**src/rtl/dcf77_tone_if.sv**
```systemverilog
// Sample-stream bundle between the tone generator and its consumer.
// The master side drives the run/key requests; the slave side produces samples.
interface dcf77_tone_if;
  logic               enable;
  logic               key;
  logic signed [31:0] sample;
  logic               sample_valid;
  logic               block_start;
  logic               overflow;

  modport master (
    output enable, key,
    input  sample, sample_valid, block_start, overflow
  );

  modport slave (
    input  enable, key,
    output sample, sample_valid, block_start, overflow
  );
endinterface

```
**src/rtl/dcf77_tone_gen.sv**
```systemverilog
// Block-keyed 77.5 kHz carrier synthesiser using the Goertzel oscillator recursion in Q2.30.
// Each block restarts the phase from a full-scale or keyed-down seed.
module dcf77_tone_gen #(
  parameter int                 BLOCK_LEN = 520,
  parameter logic signed [31:0] COEFF     = 32'sd1998584398,
  parameter logic signed [31:0] SEED_HIGH = 32'sd100000000,
  parameter logic signed [31:0] SEED_LOW  = 32'sd15000000
) (
  input  logic         clock_sample,
  input  logic         reset_n,
  dcf77_tone_if.slave  tone
);

  localparam int            CW   = (BLOCK_LEN > 1) ? $clog2(BLOCK_LEN) : 1;
  localparam logic [CW-1:0] LAST = CW'(BLOCK_LEN - 1);

  localparam logic signed [63:0] SAT_MAX = 64'sd2147483647;
  localparam logic signed [63:0] SAT_MIN = -64'sd2147483648;

  typedef enum logic {IDLE, RUN} state_t;

  state_t             state, state_d;
  logic [CW-1:0]      cnt, cnt_d;
  logic signed [31:0] p1, p1_d, p2, p2_d;
  logic signed [31:0] sample_q, sample_d;
  logic               valid_q, valid_d, bs_q, bs_d, ov_q, ov_d;

  logic signed [63:0] prod, t;
  logic signed [31:0] y, seed;
  logic               sat;

  // One oscillator step: y = floor(COEFF*p1 / 2^30) - p2, clamped to 32 bits.
  always_comb begin
    prod = $signed({{32{COEFF[31]}}, COEFF}) * $signed({{32{p1[31]}}, p1});
    t    = (prod >>> 30) - $signed({{32{p2[31]}}, p2});
    sat  = 1'b0;
    y    = t[31:0];
    if (t > SAT_MAX) begin
      y   = 32'sh7FFF_FFFF;
      sat = 1'b1;
    end else if (t < SAT_MIN) begin
      y   = 32'sh8000_0000;
      sat = 1'b1;
    end
  end

  assign seed = tone.key ? SEED_LOW : SEED_HIGH;

  always_comb begin
    // NOTE: every signal gets a hold value first so no path through the case can infer a latch.
    state_d  = state;
    cnt_d    = cnt;
    p1_d     = p1;
    p2_d     = p2;
    sample_d = sample_q;
    valid_d  = valid_q;
    bs_d     = bs_q;
    ov_d     = ov_q;

    if (state == RUN && cnt != LAST) begin
      sample_d = y;
      p2_d     = p1;
      p1_d     = y;
      cnt_d    = cnt + CW'(1);
      bs_d     = 1'b0;
      ov_d     = ov_q | sat;
    end else if (tone.enable) begin
      // Block boundary (or idle) with a run request: restart phase from the seed.
      state_d  = RUN;
      sample_d = seed;
      p1_d     = seed;
      p2_d     = '0;
      cnt_d    = '0;
      valid_d  = 1'b1;
      bs_d     = 1'b1;
    end else if (state == RUN) begin
      state_d  = IDLE;
      sample_d = '0;
      valid_d  = 1'b0;
      bs_d     = 1'b0;
    end
  end

  always_ff @(posedge clock_sample) begin
    // NOTE: non-blocking assignments keep every register updating from pre-edge values.
    if (!reset_n) begin
      state    <= IDLE;
      cnt      <= '0;
      p1       <= '0;
      p2       <= '0;
      sample_q <= '0;
      valid_q  <= 1'b0;
      bs_q     <= 1'b0;
      ov_q     <= 1'b0;
    end else begin
      state    <= state_d;
      cnt      <= cnt_d;
      p1       <= p1_d;
      p2       <= p2_d;
      sample_q <= sample_d;
      valid_q  <= valid_d;
      bs_q     <= bs_d;
      ov_q     <= ov_d;
    end
  end

  assign tone.sample       = sample_q;
  assign tone.sample_valid = valid_q;
  assign tone.block_start  = bs_q;
  assign tone.overflow     = ov_q;

endmodule

```
**src/flat_wrapper.sv**
```systemverilog
// flat-port wrapper written by rule: the top's interface ports become plain ports
module dcf77_tone_gen_flat 
#(
  parameter int                 BLOCK_LEN = 520,
  parameter logic signed [31:0] COEFF     = 32'sd1998584398,
  parameter logic signed [31:0] SEED_HIGH = 32'sd100000000,
  parameter logic signed [31:0] SEED_LOW  = 32'sd15000000
)
  (clock_sample, reset_n, tone_enable, tone_key, tone_sample, tone_sample_valid, tone_block_start, tone_overflow);
  dcf77_tone_if tone_i ();
  input  logic clock_sample;
  input  logic reset_n;
  input wire logic [$bits(tone_i.enable)-1:0] tone_enable;
  input wire logic [$bits(tone_i.key)-1:0] tone_key;
  output wire logic [$bits(tone_i.sample)-1:0] tone_sample;
  output wire logic [$bits(tone_i.sample_valid)-1:0] tone_sample_valid;
  output wire logic [$bits(tone_i.block_start)-1:0] tone_block_start;
  output wire logic [$bits(tone_i.overflow)-1:0] tone_overflow;
  assign tone_i.enable = tone_enable;
  assign tone_i.key = tone_key;
  assign tone_sample = tone_i.sample;
  assign tone_sample_valid = tone_i.sample_valid;
  assign tone_block_start = tone_i.block_start;
  assign tone_overflow = tone_i.overflow;
  dcf77_tone_gen #(.BLOCK_LEN(BLOCK_LEN), .COEFF(COEFF), .SEED_HIGH(SEED_HIGH), .SEED_LOW(SEED_LOW)) u_core (.clock_sample(clock_sample), .reset_n(reset_n), .tone(tone_i));
endmodule
```
**config.mk**
```make
export PLATFORM = sky130hd
export DESIGN_NAME = dcf77_tone_gen_flat
export DESIGN_NICKNAME = d
export VERILOG_FILES = /design/src/rtl/dcf77_tone_if.sv /design/src/rtl/dcf77_tone_gen.sv /design/src/flat_wrapper.sv
export SDC_FILE = /design/constraint.sdc
export NUM_CORES = 2
export LEC_CHECK = 0
export ABC_AREA = 1
export BUFFER_PORTS_ARGS = -buffer_cell sky130_fd_sc_hd__buf_2
export CORE_MARGIN = 1.5
export CORE_UTILIZATION = 30
export CTS_BUF_LIST = sky130_fd_sc_hd__clkbuf_4 sky130_fd_sc_hd__clkbuf_8 sky130_fd_sc_hd__clkbuf_16
export DETAILED_ROUTE_END_ITERATION = 7
export PLACE_DENSITY = 0.56
export SETUP_SLACK_MARGIN = 0.4
export SLEW_MARGIN = 20
export SYNTH_ARGS = -nofsm -noshare
export SYNTH_HDL_FRONTEND = slang
export SYNTH_SLANG_ARGS = --single-unit
```
**constraint.sdc**
```tcl
create_clock -name clock_sample -period 10.45 [get_ports clock_sample]
set_input_delay 2.09 -clock clock_sample [delete_from_list [all_inputs] [get_ports clock_sample]]
set_output_delay 2.09 -clock clock_sample [all_outputs]
set_load 0.02 [all_outputs]
```
==> flow_summary.ini <==
[run_status]
status = finished, final reports clean

[yosys]
synth_most_common_cell = inv_1
synth_enable_flop_cells = 0
ys_types = 48
ys_top_cells_by_count = inv_1 (974), fa_1 (546), nand2_1 (516)
synth_top_flop_cell = dfxtp_1
synth_area_leader_cell = fa_1
syn_avg_cell_area_um2 = 8.421
netlist_area_um2 = 27880
synth_area_leaders = fa_1 (39%), ha_1 (17%), inv_1 (13%)
synth_top_area_share_pct = 39.20
synth_cells = 3311
synthArstFlopShare_pct = 0
ys.warnings.count = 0
synth-seq-cells = 110
synth_fp_nets = 4238
seq_area_frac_synth_pct = 7.898

[global_route]
busiest_layer = met2
grt_start_max_net_pins = 65
met2_usage_pct = 32.15
met1_usage_pct = 28.80
antenna_found_initial = 0
grt_usage_pct = 20.17
grt_pass1_vias = 22390
groute.layer.met3.usage_pct = 2.281
grt_pass1_wl_um = 141800
grt_remaining_overflow = 0

[floorplanning]
floorplan.rows = 111
die_area_um2 = 94780
die_y_um = 307.9
num_io_pins = 39
core_um2 = 91940
dieWidth_um = 307.9
start_util_pct = 30.33

[sta]
post-route-min-period_ns = 9.637
setup_viol = 0
timing.fmax_ghz = 0.1038
slew_viol_final = 0
finClkSkew_ns = 0.02018
hold_viol = 0
slew_headroom_pct = 44.20
finalSetupTns_ns = 0
tightest_slew_ns = 0.8320
rsz0062_at_grt = no
min_period_over_period_pct = 92.22

[placed_design]
portBuffers = 38
post-dp-hpwl_um = 81910
gp_congestion = 0.9782

[worst_setup_path]
arrival_ns = 9.89
path_max_fanout = 14
setup.worst_path.class = reg2reg
crit_path_start_kind = flip-flop
reg2reg_from = u_core.p1[27]$_SDFFE_PN0P_
reg2reg_slack_ns = 0.81
crit_path_end_kind = flip-flop
slowest_delay_ns = 0.57
cp_common_cell = nand2_1
reg2reg_to = u_core.p1[6]$_SDFFE_PN0P_
slowest_stage = fa_1
worstPathRequired_ns = 10.70
r2r_cells = 41

[cells_and_area]
area_growth_pct = 10.58
final_core_util_pct = 33.54
final_nets = 4354
final.fill_count = 9860
drive_gt1_share_pct = 7.780
antenna_cells = 0

[route]
vias_per_cell = 4.584
route.detailed.drc = 0
vias = 21430
wirelength_um = 92200
drt-initial-drc-count = 1718
wl_per_cell_um = 19.72
drtAntennaViolNets = 0
first_pass_iters = 5

[job]
cap_viol_max_count = 0

[hold_path]
hold_class = reg2reg
hold_start = u_core.p1[15]$_SDFFE_PN0P_
holdPathEnd = u_core.p2[15]$_SDFFE_PN0P_
min_path_cells = 2

[clock_tree]
cts.sinks = 110
cts_max_level = 3
cts_made_buffers = 9
cts_tree = built
clk_pin_slew_ns = 0.09
ctsHoldBuffers = 0
cts_root_buf = clkbuf_16
clockBufferDepth = 2
clk_latency_ns = 0.39
## registers in the layout, indices dropped and copies added, names as in the netlist
register / count
u_core.cnt: 10
u_core.tone.overflow: 1
u_core.state: 1
u_core.tone.block_start: 1
u_core.p2: 32
u_core.p1: 32
u_core.tone.sample_valid: 1
u_core.tone.sample: 32
## cells in the final DEF, fill, tap and decap left out, types with 7 or more instances in the layout
cell	n
o21ai_0	67
a21oi_2	12
nor2_1	143
a21oi_1	179
or2_2	16
a31oi_1	11
fa_1	544
clkbuf_16	9
o21bai_1	16
buf_2	38
nand2_1	515
dfxtp_2	11
nand2_2	14
buf_4	96
nand3_1	71
nand4_1	9
inv_1	968
nor3_1	18
o211ai_1	11
nor2_2	7
a21o_1	14
inv_2	9
dfxtp_1	93
ha_1	373
xnor2_1	35
xor2_1	57
## through the flow
stage	setup WS, ns	hold WS, ns	area [µm²]	cells
floorplan	0.5752	0.4410	27890	3311
global placement	-0.4608	0.4495	30260	4651
detailed placement	-0.4920	0.4529	30260	4651
CTS	0.4332	0.4628	30610	4667
global route	0.3858	0.4749	30830	4675
finish	0.8132	0.4611	30830	4675
## cell type report
class | instances | area (µm²) | area share (%)
multi-input cells | 2186 | 22010 | 71.37
inverters | 980 | 3690 | 11.97
flip-flops and latches | 110 | 2238 | 7.260
well taps | 1243 | 1555 | 5.044
repair buffers | 140 | 1031 | 3.344
clock buffers | 10 | 232.7 | 0.7548
clock inverters | 6 | 80.08 | 0.2597
## critical path, delay by kind of cell, from the launching register on
family | cells | cell delay, ns
AND/OR/NAND/NOR | 16 | 1.82
XOR/XNOR | 1 | 0.21
flip-flops | 1 | 0.45
adder cells (fa/ha/maj) | 10 | 4.88
AO/OA/AOI/OAI | 6 | 1.11
buffers and inverters | 8 | 1.03
## how the worst max path moves through the flow
stage	startpoint	end	slack, ns
global route	u_core.p1[7]$_SDFFE_PN0P_	u_core.p1[6]$_SDFFE_PN0P_	0.39
floorplan	u_core.p1[31]$_SDFFE_PN0P_	u_core.p1[23]$_SDFFE_PN0P_	0.58
detailed placement	u_core.p1[11]$_SDFFE_PN0P_	u_core.p1[6]$_SDFFE_PN0P_	-0.49
CTS	u_core.p1[10]$_SDFFE_PN0P_	u_core.p1[6]$_SDFFE_PN0P_	0.43
global placement	u_core.p1[11]$_SDFFE_PN0P_	u_core.p1[6]$_SDFFE_PN0P_	-0.46
finish	u_core.p1[27]$_SDFFE_PN0P_	u_core.p1[6]$_SDFFE_PN0P_	0.81
## cell families (layout without fill, tap and decap cells)
kind of cell	Yosys count	in the layout	synth area share, %
adder cells (fa/ha/maj)	923	923	56.12
buffers and inverters	1015	1136	13.77
AND/OR/NAND/NOR	823	823	12.19
AO/OA/AOI/OAI	345	345	7.032
multiplexers	1	1	0.04038
flip-flops	110	110	7.898
XOR/XNOR	94	94	2.953
## what timing repair did
action / in CTS / in global routing
resized for setup: 16 / 57
pin swaps: 0 / 8
buffers inserted: 0 / 8
endpoints found under the setup margin: 65 / 63
## layer usage
layer,share of wire [%],vias to the layer above
li1,-,10120
met1,46,10650
met2,45,572
met3,5.6,91
met4,3.0,0
met5,0,-
Power is not shown: default switching activity piles up to over one toggle a cycle in this logic, so the estimate is an artifact.
